File: src/rtl/shift_loader_pkg.sv
// rtl/shift_loader_pkg.sv - shared types and constants for the shift loader
// Purpose: FSM state enum, byte width, FIFO depth and the buffered entry type.
// Ports: none (package).
package shift_loader_pkg;

  localparam int WIDTH      = 8;
  localparam int FIFO_DEPTH = 2;

  typedef enum logic {
    IDLE  = 1'b0,
    SHIFT = 1'b1
  } state_t;

  // One buffered byte together with the direction it must be shifted in.
  typedef struct packed {
    logic             dir;
    logic [WIDTH-1:0] data;
  } entry_t;

endpackage

File: src/rtl/byte_fifo2.sv
// rtl/byte_fifo2.sv - two-entry FIFO of {dir, data} entries
// Purpose: holds up to two pending bytes ahead of the serialiser.
// Ports:
//   clk        in   clock, rising edge
//   rst        in   synchronous active-high reset, empties the FIFO
//   push       in   write push_entry (ignored when full)
//   push_entry in   9-bit entry to write
//   pop        in   discard head (ignored when empty)
//   head       out  oldest entry, valid when count != 0
//   count      out  current occupancy 0..2
import shift_loader_pkg::*;

module byte_fifo2 (
  input  logic       clk,
  input  logic       rst,
  input  logic       push,
  input  entry_t     push_entry,
  input  logic       pop,
  output entry_t     head,
  output logic [1:0] count
);

  localparam logic [1:0] FULL_CNT = 2'(FIFO_DEPTH);

  entry_t     mem0_q, mem0_d;
  entry_t     mem1_q, mem1_d;
  logic [1:0] count_q, count_d;
  logic       do_push;
  logic       do_pop;

  always_comb begin
    mem0_d  = mem0_q;
    mem1_d  = mem1_q;
    count_d = count_q;
    do_push = push && (count_q != FULL_CNT);
    do_pop  = pop && (count_q != 2'd0);
    case ({do_push, do_pop})
      2'b10: begin
        if (count_q == 2'd0) mem0_d = push_entry;
        else                 mem1_d = push_entry;
        count_d = count_q + 2'd1;
      end
      2'b01: begin
        mem0_d  = mem1_q;
        count_d = count_q - 2'd1;
      end
      // Push with pop is only possible at occupancy 1: the new entry
      // replaces the departing head and occupancy is unchanged.
      2'b11: mem0_d = push_entry;
      default: ;
    endcase
  end

  always_ff @(posedge clk) begin
    if (rst) begin
      mem0_q  <= '0;
      mem1_q  <= '0;
      count_q <= 2'd0;
    end else begin
      mem0_q  <= mem0_d;
      mem1_q  <= mem1_d;
      count_q <= count_d;
    end
  end

  assign head  = mem0_q;
  assign count = count_q;

endmodule

File: src/rtl/shift_loader.sv
// rtl/shift_loader.sv - byte-to-serial loader for a bidirectional shift register
// Purpose: accepts bytes with a direction, buffers two, and drives a
//   downstream shift register so it ends holding each byte exactly.
// Ports:
//   Clk        in   clock, rising edge
//   Reset      in   synchronous active-high reset
//   data_in    in   byte to serialise
//   dir_in     in   1 = shift left (MSB first), 0 = shift right (LSB first)
//   valid_in   in   data_in/dir_in valid
//   ready_out  out  FIFO has room
//   SerOut     out  serial bit to shift register In
//   RLOut      out  direction to shift register RL
//   EnOut      out  shift enable to shift register En
//   busy       out  a byte is being shifted
//   done       out  last bit of a byte shifts on this edge
import shift_loader_pkg::*;

module shift_loader (
  input  logic             Clk,
  input  logic             Reset,
  input  logic [WIDTH-1:0] data_in,
  input  logic             dir_in,
  input  logic             valid_in,
  output logic             ready_out,
  output logic             SerOut,
  output logic             RLOut,
  output logic             EnOut,
  output logic             busy,
  output logic             done
);

  localparam logic [1:0] FULL_CNT = 2'(FIFO_DEPTH);

  state_t           state_q, state_d;
  logic [2:0]       cnt_q, cnt_d;
  logic [WIDTH-1:0] sh_q, sh_d;
  logic             dir_q, dir_d;
  logic             ser_q, ser_d;
  logic             rl_q, rl_d;

  entry_t           fifo_head;
  entry_t           in_entry;
  entry_t           next_entry;
  logic [1:0]       fifo_count;
  logic             fifo_push;
  logic             fifo_pop;
  logic             accept;
  logic             at_end;
  logic             load;

  byte_fifo2 u_fifo (
    .clk        (Clk),
    .rst        (Reset),
    .push       (fifo_push),
    .push_entry (in_entry),
    .pop        (fifo_pop),
    .head       (fifo_head),
    .count      (fifo_count)
  );

  assign ready_out = (fifo_count != FULL_CNT);
  assign accept    = valid_in && ready_out;
  assign in_entry  = '{dir: dir_in, data: data_in};

  always_comb begin
    state_d    = state_q;
    cnt_d      = cnt_q;
    sh_d       = sh_q;
    dir_d      = dir_q;
    next_entry = (fifo_count != 2'd0) ? fifo_head : in_entry;

    at_end = (state_q == SHIFT) && (cnt_q == 3'd7);
    // A new byte may start from idle or right after the 8th bit. When the
    // FIFO is empty the incoming byte bypasses it so its first bit appears
    // in the very next cycle.
    load = ((state_q == IDLE) || at_end) && ((fifo_count != 2'd0) || accept);

    fifo_pop  = load && (fifo_count != 2'd0);
    fifo_push = accept && !(load && (fifo_count == 2'd0));

    if (load) begin
      state_d = SHIFT;
      cnt_d   = 3'd0;
      sh_d    = next_entry.data;
      dir_d   = next_entry.dir;
    end else if (at_end) begin
      state_d = IDLE;
      cnt_d   = 3'd0;
    end else if (state_q == SHIFT) begin
      cnt_d = cnt_q + 3'd1;
    end

    // Serial outputs are registered from next-state values so they line up
    // with the state they describe.
    if (state_d == SHIFT) begin
      rl_d  = dir_d;
      ser_d = dir_d ? sh_d[3'd7 - cnt_d] : sh_d[cnt_d];
    end else begin
      rl_d  = rl_q;
      ser_d = 1'b0;
    end
  end

  always_ff @(posedge Clk) begin
    if (Reset) begin
      state_q <= IDLE;
      cnt_q   <= 3'd0;
      sh_q    <= '0;
      dir_q   <= 1'b0;
      ser_q   <= 1'b0;
      rl_q    <= 1'b0;
    end else begin
      state_q <= state_d;
      cnt_q   <= cnt_d;
      sh_q    <= sh_d;
      dir_q   <= dir_d;
      ser_q   <= ser_d;
      rl_q    <= rl_d;
    end
  end

  assign SerOut = ser_q;
  assign RLOut  = rl_q;
  assign EnOut  = (state_q == SHIFT);
  assign busy   = (state_q == SHIFT);
  assign done   = (state_q == SHIFT) && (cnt_q == 3'd7);

endmodule

File: config.mk
export PLATFORM = sky130hd
export DESIGN_NAME = shift_loader
export DESIGN_NICKNAME = d
export VERILOG_FILES = /design/src/rtl/shift_loader_pkg.sv /design/src/rtl/byte_fifo2.sv /design/src/rtl/shift_loader.sv
export SDC_FILE = /design/constraint.sdc
export NUM_CORES = 1
export LEC_CHECK = 0
export ABC_AREA = 1
export BUFFER_PORTS_ARGS = -buffer_cell sky130_fd_sc_hd__clkbuf_2
export CAP_MARGIN = 20
export CORE_MARGIN = 1.5
export CORE_UTILIZATION = 30
export DETAILED_ROUTE_END_ITERATION = 16
export SLEW_MARGIN = 0
export SYNTH_ARGS = -nofsm -noshare
export SYNTH_HDL_FRONTEND = slang
export SYNTH_SLANG_ARGS = --single-unit
File: constraint.sdc
create_clock -name Clk -period 2.9 [get_ports Clk]
set_clock_uncertainty 0.1 [all_clocks]
set_input_delay 0 -clock Clk [delete_from_list [all_inputs] [get_ports Clk]]
set_output_delay 0 -clock Clk [all_outputs]
set_load 0.1 [all_outputs]
==> results.md, run 1 <==
* Status: finished, final reports clean
* ANT nets after route at 0
* Vias per cell at approximately 4.5
* Number of max-cap violations at 0
* Distinct cells, synth at 27
* DRT Pass-1 Iters at 4
* Core Area at 5991 µm²
* Post-synthesis cell count at 268
* Vias post-DR at 1,658
* Period utilization at 0.8388
* Vias in the first global route at 1,574
* Total grt overflow at 0
* VDD IR-drop max at 0.0003983 V
* GRT Total Usage at 0.1295
* Sink Count at 35
* WP data arrival at 2.56 ns
* 1st-iter DRT viols at 84
* Detailed-route wire length per cell at between 10 and 15 µm
* Pleak at approximately 1.0 nW
* DR DRC count at 0
* CTS buffer count at 5
* Final min period at 2.433 ns
* Initial Util at 0.3135
* Routed WL at about 3800 µm
* Placed cells at between 300 and 400
* Setup Crit Path Kind: reg -> reg
* Avg Cell Area, Syn at roughly 7 µm²
* Area of the multi-input gates at 962.2 µm²
* Share of layout cells above drive strength 1 at 0.1843
* CTS root buffer: clkbuf_8
* Total power at 2.096 mW
* Buffers on Ports at 17
* Die area at 6744 µm²
* Synth warn at 0
* PwrDens at 968.0 nW/µm²
* CP Launch Type: flop
* CP required at a little over 3 ns
* Rel. slew slack at 0.6235
* Clk buf depth at 2
* Synth top area cells: dfxtp_1 (37%), nand2_1 (13%), o21ai_0 (6.1%)
* Initial antenna violation count at 0
* Final Hold Fails at 0
* # diodes at 0
* Fmax at about 410 MHz
* Layout filler cell count at 664
* Final std cells w/o fill at 368
* Yosys reg bits at 35
* Seq/Total Area, Yosys at 0.3731
* Mapped Area at 1878 µm²
* Fin Setup TNS at 0 ns
* Async SR Flop Fraction at 0
* Cts repair resizes at 0
* Least-Margin Pin Slew at 0.5641 ns
* Hold Crit Class: in -> reg
* Pin count of the biggest net entering global routing at 23
* Top FF cell, synth: dfxtp_1
* Worst Path Max Fanout at 11
* # H-tree levels at 2
* Reg clk slew, reported paths at 0.08 ns
* Count of pins over their slew limit at 0
* Dominant cell type by area after synthesis: dfxtp_1
* First-pass GRT wire length at ~6800 µm
* Chip Width at approximately 82 µm
* Number of synthesized flops with an enable pin at 0
* I/O pins at 18
* Clk_lat worst skew at 0.29 ns
* Sequential Area at 700.7 µm²
* TritonCTS clock tree: yes
* Placer Congestion at roughly 0.75
* Setup Viol. Count Final at 0
* Area Growth Syn to Fin at 15.32%
* Final design utilization at 0.3615
* Nets at ~310
* Die Height at between 80 and 90 µm
* RSZ-0062 raised after global routing: false
* Post-synth net total at 284
* Critical Path End Type: flop
* Detail Placement HPWL at 2786 µm
* Row Count at 28
* Post-synth top area share at 0.3731
## state kept, by name, summed over array words and instances (netlist names)
| register | flops |
|---|---|
| EnOut | 1 |
| cnt_q | 3 |
| u_fifo.count | 2 |
| dir_q | 1 |
| sh_q | 8 |
| RLOut | 1 |
| SerOut | 1 |
| u_fifo.head | 9 |
| u_fifo.mem1_q | 9 |
## routing by layer
layer | GRT usage | up-vias | part of all wire
li1 | - | 905 | -
met1 | 0.1602 | 723 | 0.51
met2 | 0.2148 | 25 | 0.44
met3 | 0.02967 | 5 | 0.029
met4 | 0.05593 | 0 | 0.018
met5 | 0 | - | 0
## synth_stat cells, types with 2 or more instances
cell	n
nand2_1	66
dfxtp_1	35
inv_1	27
o21ai_0	23
nor2_1	22
nand3_1	19
a21oi_1	17
a31oi_1	9
nand2_2	9
inv_2	6
nand2_4	5
clkbuf_1	4
ha_1	4
buf_4	3
o21ai_1	3
a21oi_2	2
clkinv_1	2
nand3_2	2
nor2_4	2
## power breakdown
part | total, mW | leakage, nW | switching [mW] | internal (mW)
Sequential | 0.704 | 0.287 | 0.0832 | 0.621
Combinational | 1.02 | 0.668 | 0.727 | 0.296
Clock | 0.369 | 0.0408 | 0.198 | 0.172
## repair_timing
item	4_1_cts	5_1_grt
hold endpoints to repair	30	0
hold buffers	10	0
setup buffers	0	0
## worst max-delay path, cell delays in order, from the launching register on
cell	delay, ns
dfxtp_1	0.36
ha_1	0.16
ha_1	0.22
nor2_4	0.08
nor2_2	0.09
inv_2	0.04
nand3_2	0.06
ha_1	0.40
clkinv_1	0.36
a21oi_1	0.27
o21ai_0	0.09
a21oi_1	0.14
## worst paths after layout
path / start / to / slack [ns] / depth (start not counted)
worst max-delay path: cnt_q[0]$_SDFF_PP0_ / u_fifo.count[1]$_SDFFE_PP0P_ / 0.47 / 11
worst max register to register: cnt_q[0]$_SDFF_PP0_ / u_fifo.count[1]$_SDFFE_PP0P_ / 0.47 / 11
worst min-delay path: valid_in / EnOut$_SDFF_PP0_ / 0.13 / 7
worst min register to register: u_fifo.mem1_q[1]$_SDFFE_PP0P_ / u_fifo.head[1]$_SDFFE_PP0P_ / 0.38 / 2
## through the flow
stage | hold WS (ns) | worst slack [ns] | area [µm²]
final | 0.1342 | 0.4674 | 2166
after global routing | 0.1931 | 0.1094 | 2166
after CTS | 0.1295 | 0.4356 | 2166
after detailed placement | 0.1724 | 0.4730 | 1973
after global placement | 0.1753 | 0.5687 | 1973
after floorplan | -0.03093 | 0.1717 | 1878
## placed cells by master (no fill, tap or decap)
cell type       n
nand3_2         2
a21oi_1        17
o21ai_2         1
nand3b_1        1
o21ai_1         3
a31oi_1         9
clkinvlp_4      2
nand2_4         5
inv_2           6
o211ai_1        1
dlygate4sd3_1  10
inv_1          27
inv_6           1
nor2_2          1
nand2_2         9
clkbuf_8        5
nand3_1        19
nor2_4          2
dfxtp_1        35
a31oi_2         1
nand2_1        66
clkinv_1        2
ha_1            4
nor2_1         22
o21ai_0        23
clkbuf_2       17
a21oi_2         2
## area by class of cell
type / count / area share
clock buffers: 5 / 0.03177
repair buffers: 27 / 0.08550
clock inverters: 3 / 0.01098
flip-flops and latches: 35 / 0.3235
multi-input cells: 188 / 0.4443
well taps: 75 / 0.04333
inverters: 35 / 0.06066
## logic make-up (layout without fill, tap and decap cells)
logic type / count (synthesis) / in the layout / synth area share
AO/OA/AOI/OAI: 57 / 57 / 0.1692
buffers and inverters: 45 / 70 / 0.1146
flip-flops: 35 / 35 / 0.3731
AND/OR/NAND/NOR: 127 / 127 / 0.3165
adder cells (fa/ha/maj): 4 / 4 / 0.02665
No activity file was read; power rests on OpenSTA's default activity.
==> inputs of run 2 (changes only) <==
==> constraint.sdc (replaced) <==
create_clock -name Clk -period 2.3 [get_ports Clk]
set_clock_uncertainty 0.1 [all_clocks]
set_input_delay 0 -clock Clk [delete_from_list [all_inputs] [get_ports Clk]]
set_output_delay 0 -clock Clk [all_outputs]
set_load 0.1 [all_outputs]
==> run 2 against run 1 <==
Clock-buffer cell count up 2. First-iteration DRC count down 8.3%. Non-clock buffer count up 3. Combinational power up 31%.
==> results.md, run 2 (same netlist as run 1, synthesis figures left out) <==
* Placer Congestion at between 0.8 and 0.9
* WP data arrival at 2.20 ns
* Sw Ratio at 0.4725
* Detailed-route wire length per cell at 10.35 µm
* DRT Pass-1 Iters at 4
* Worst Path Max Fanout at 5
* Die Height at between 80 and 90 µm
* Final min period at 2.075 ns
* Fmax at approximately 480 MHz
* Share of layout cells above drive strength 1 at 0.1993
* Final Hold Slack at between 0.1 and 0.15 ns
* # H-tree levels at 2
* Crit path cell chain: ha_1, ha_1, nor2_4, nor2_2, inv_2, nand3_2, inv_2, ha_1, inv_1, nand2_1, a21oi_1, o21ai_0, a21oi_1
* Rel. slew slack at 0.6062
* CP delay by family, top: adder cells
* Clk buf depth at 2
* Core Area at 5991 µm²
* Count of pins over their slew limit at 0
* Sink Count at 35
* # diodes at 0
* Setup Crit Path Kind: reg -> reg
* CTS root buffer: clkbuf_8
* Initial antenna violation count at 0
* Routed WL at 3839 µm
* Number of max-cap violations at 0
* Pleak at 1.001 nW
* Critical Path End Type: flop
* Final design utilization at 0.3653
* Internal power at around 1.4 mW
* Nets at 311
* Sw power at around 1.3 mW
* Total grt overflow at 0
* Bufs and invs on worst path at 3
* Most common cell after layout, fill and taps aside: nand2_1
* Vias per cell at 4.526
* Chip Width at between 80 and 90 µm
* First-pass GRT wire length at ~6400 µm
* Die area at 6744 µm²
* Period utilization at 0.9020
* Detail Placement HPWL at 2822 µm
* Total power at 2.653 mW
* Vias in the first global route at 1,487
* Least-Margin Pin Slew at 0.5901 ns
* TritonCTS clock tree: yes
* ANT nets after route at 0
* Initial Util at 0.3135
* CTS buffer count at 5
* CP Launch Type: flop
* VDD IR-drop max at 0.0004852 V
* Area Growth Syn to Fin at 16.52%
* Buffers on Ports at 17
* CP most frequent cell: ha_1
* Setup Viol. Count Final at 0
* Clk_lat worst skew at 0.29 ns
* Fin Setup TNS at 0 ns
* Final Hold Fails at 0
* Status: finished, final reports clean
* Vias post-DR at ~1,700
* I/O pins at 18
* CP required at between 2 and 2.5 ns
* RSZ-0062 raised after global routing: false
* Combinational share of power at 0.505
* Hold Crit Class: in -> reg
* Row Count at 28
* Most frequent cells in the layout: nand2_1 (65), dfxtp_1 (34), inv_1 (26), o21ai_0 (23), nor2_1 (22)
* CP max stage cell: dfxtp_1
* 1st-iter DRT viols at 77
* Pin count of the biggest net entering global routing at 23
* PwrDens at 1212 nW/µm²
* DR DRC count at 0
* Sequential Power Share at 0.335
* Reg clk slew, reported paths at 0.07 ns
* Slowest stage delay, CP at 0.33 ns
* Clock group share of total power at 0.161
* Layout filler cell count at about 640
* GRT Total Usage at 0.1249
==> run 2: power by group through the flow <==
stage	sequential, mW	clock (mW)	combinational, mW
after floorplan	1.00	0	1.06
after global placement	0.897	0	1.31
after detailed placement	0.901	0	1.32
after CTS	0.889	0.444	1.34
after global routing	0.911	0.469	1.50
final	0.888	0.426	1.34
==> run 2: final timing paths <==
path	start	end	slack (ns)	cells after the start
worst max-delay path	cnt_q[0]$_SDFF_PP0_	u_fifo.count[1]$_SDFFE_PP0P_	0.23	13
worst max register to register	cnt_q[0]$_SDFF_PP0_	u_fifo.count[1]$_SDFFE_PP0P_	0.23	13
worst min register to register	u_fifo.mem1_q[2]$_SDFFE_PP0P_	u_fifo.head[2]$_SDFFE_PP0P_	0.38	2
worst min-delay path	valid_in	EnOut$_SDFF_PP0_	0.15	7
==> run 2: timing repair <==
action                                  in CTS  in global routing
endpoints found under the setup margin       0                  1
buffers inserted                             0                  1
gates resized for setup                      0                  1
hold buffers                                10                  0
hold endpoints to repair                    30                  0
==> run 2: cell type report <==
class                   instances  area [µm²]  share of cell area
multi-input cells             188       964.7              0.4408
flip-flops and latches         35       701.9              0.3208
clock inverters                 1       5.005            0.002287
inverters                      35       138.9             0.06346
well taps                      75       93.84             0.04288
repair buffers                 30       207.7             0.09491
clock buffers                   7       76.32             0.03488
==> run 2: per-stage QoR <==
stage / setup WS, ns / std cells / cell area (µm²)
final: 0.2254 / 371 / 2188
after detailed placement: 0.1569 / 352 / 1996
after CTS: 0.1323 / 370 / 2177
after global routing: 0.01794 / 371 / 2188
after global placement: 0.2441 / 352 / 1996
after floorplan: -0.01836 / 268 / 1886
==> run 2: per-layer routing <==
metal	track usage	part of all wire	up-vias	routed length [µm]
met5	0	0	-	0
met4	0.05593	0.019	0	74
met3	0.03077	0.031	6	120
met2	0.2082	0.46	18	1765
met1	0.1516	0.49	742	1879
li1	-	-	913	-
==> run 2: tightest hold or removal path, delay by kind of cell <==
family        cells  cell delay, ns
buf+inv           4            0.30
simple gates      3            0.21
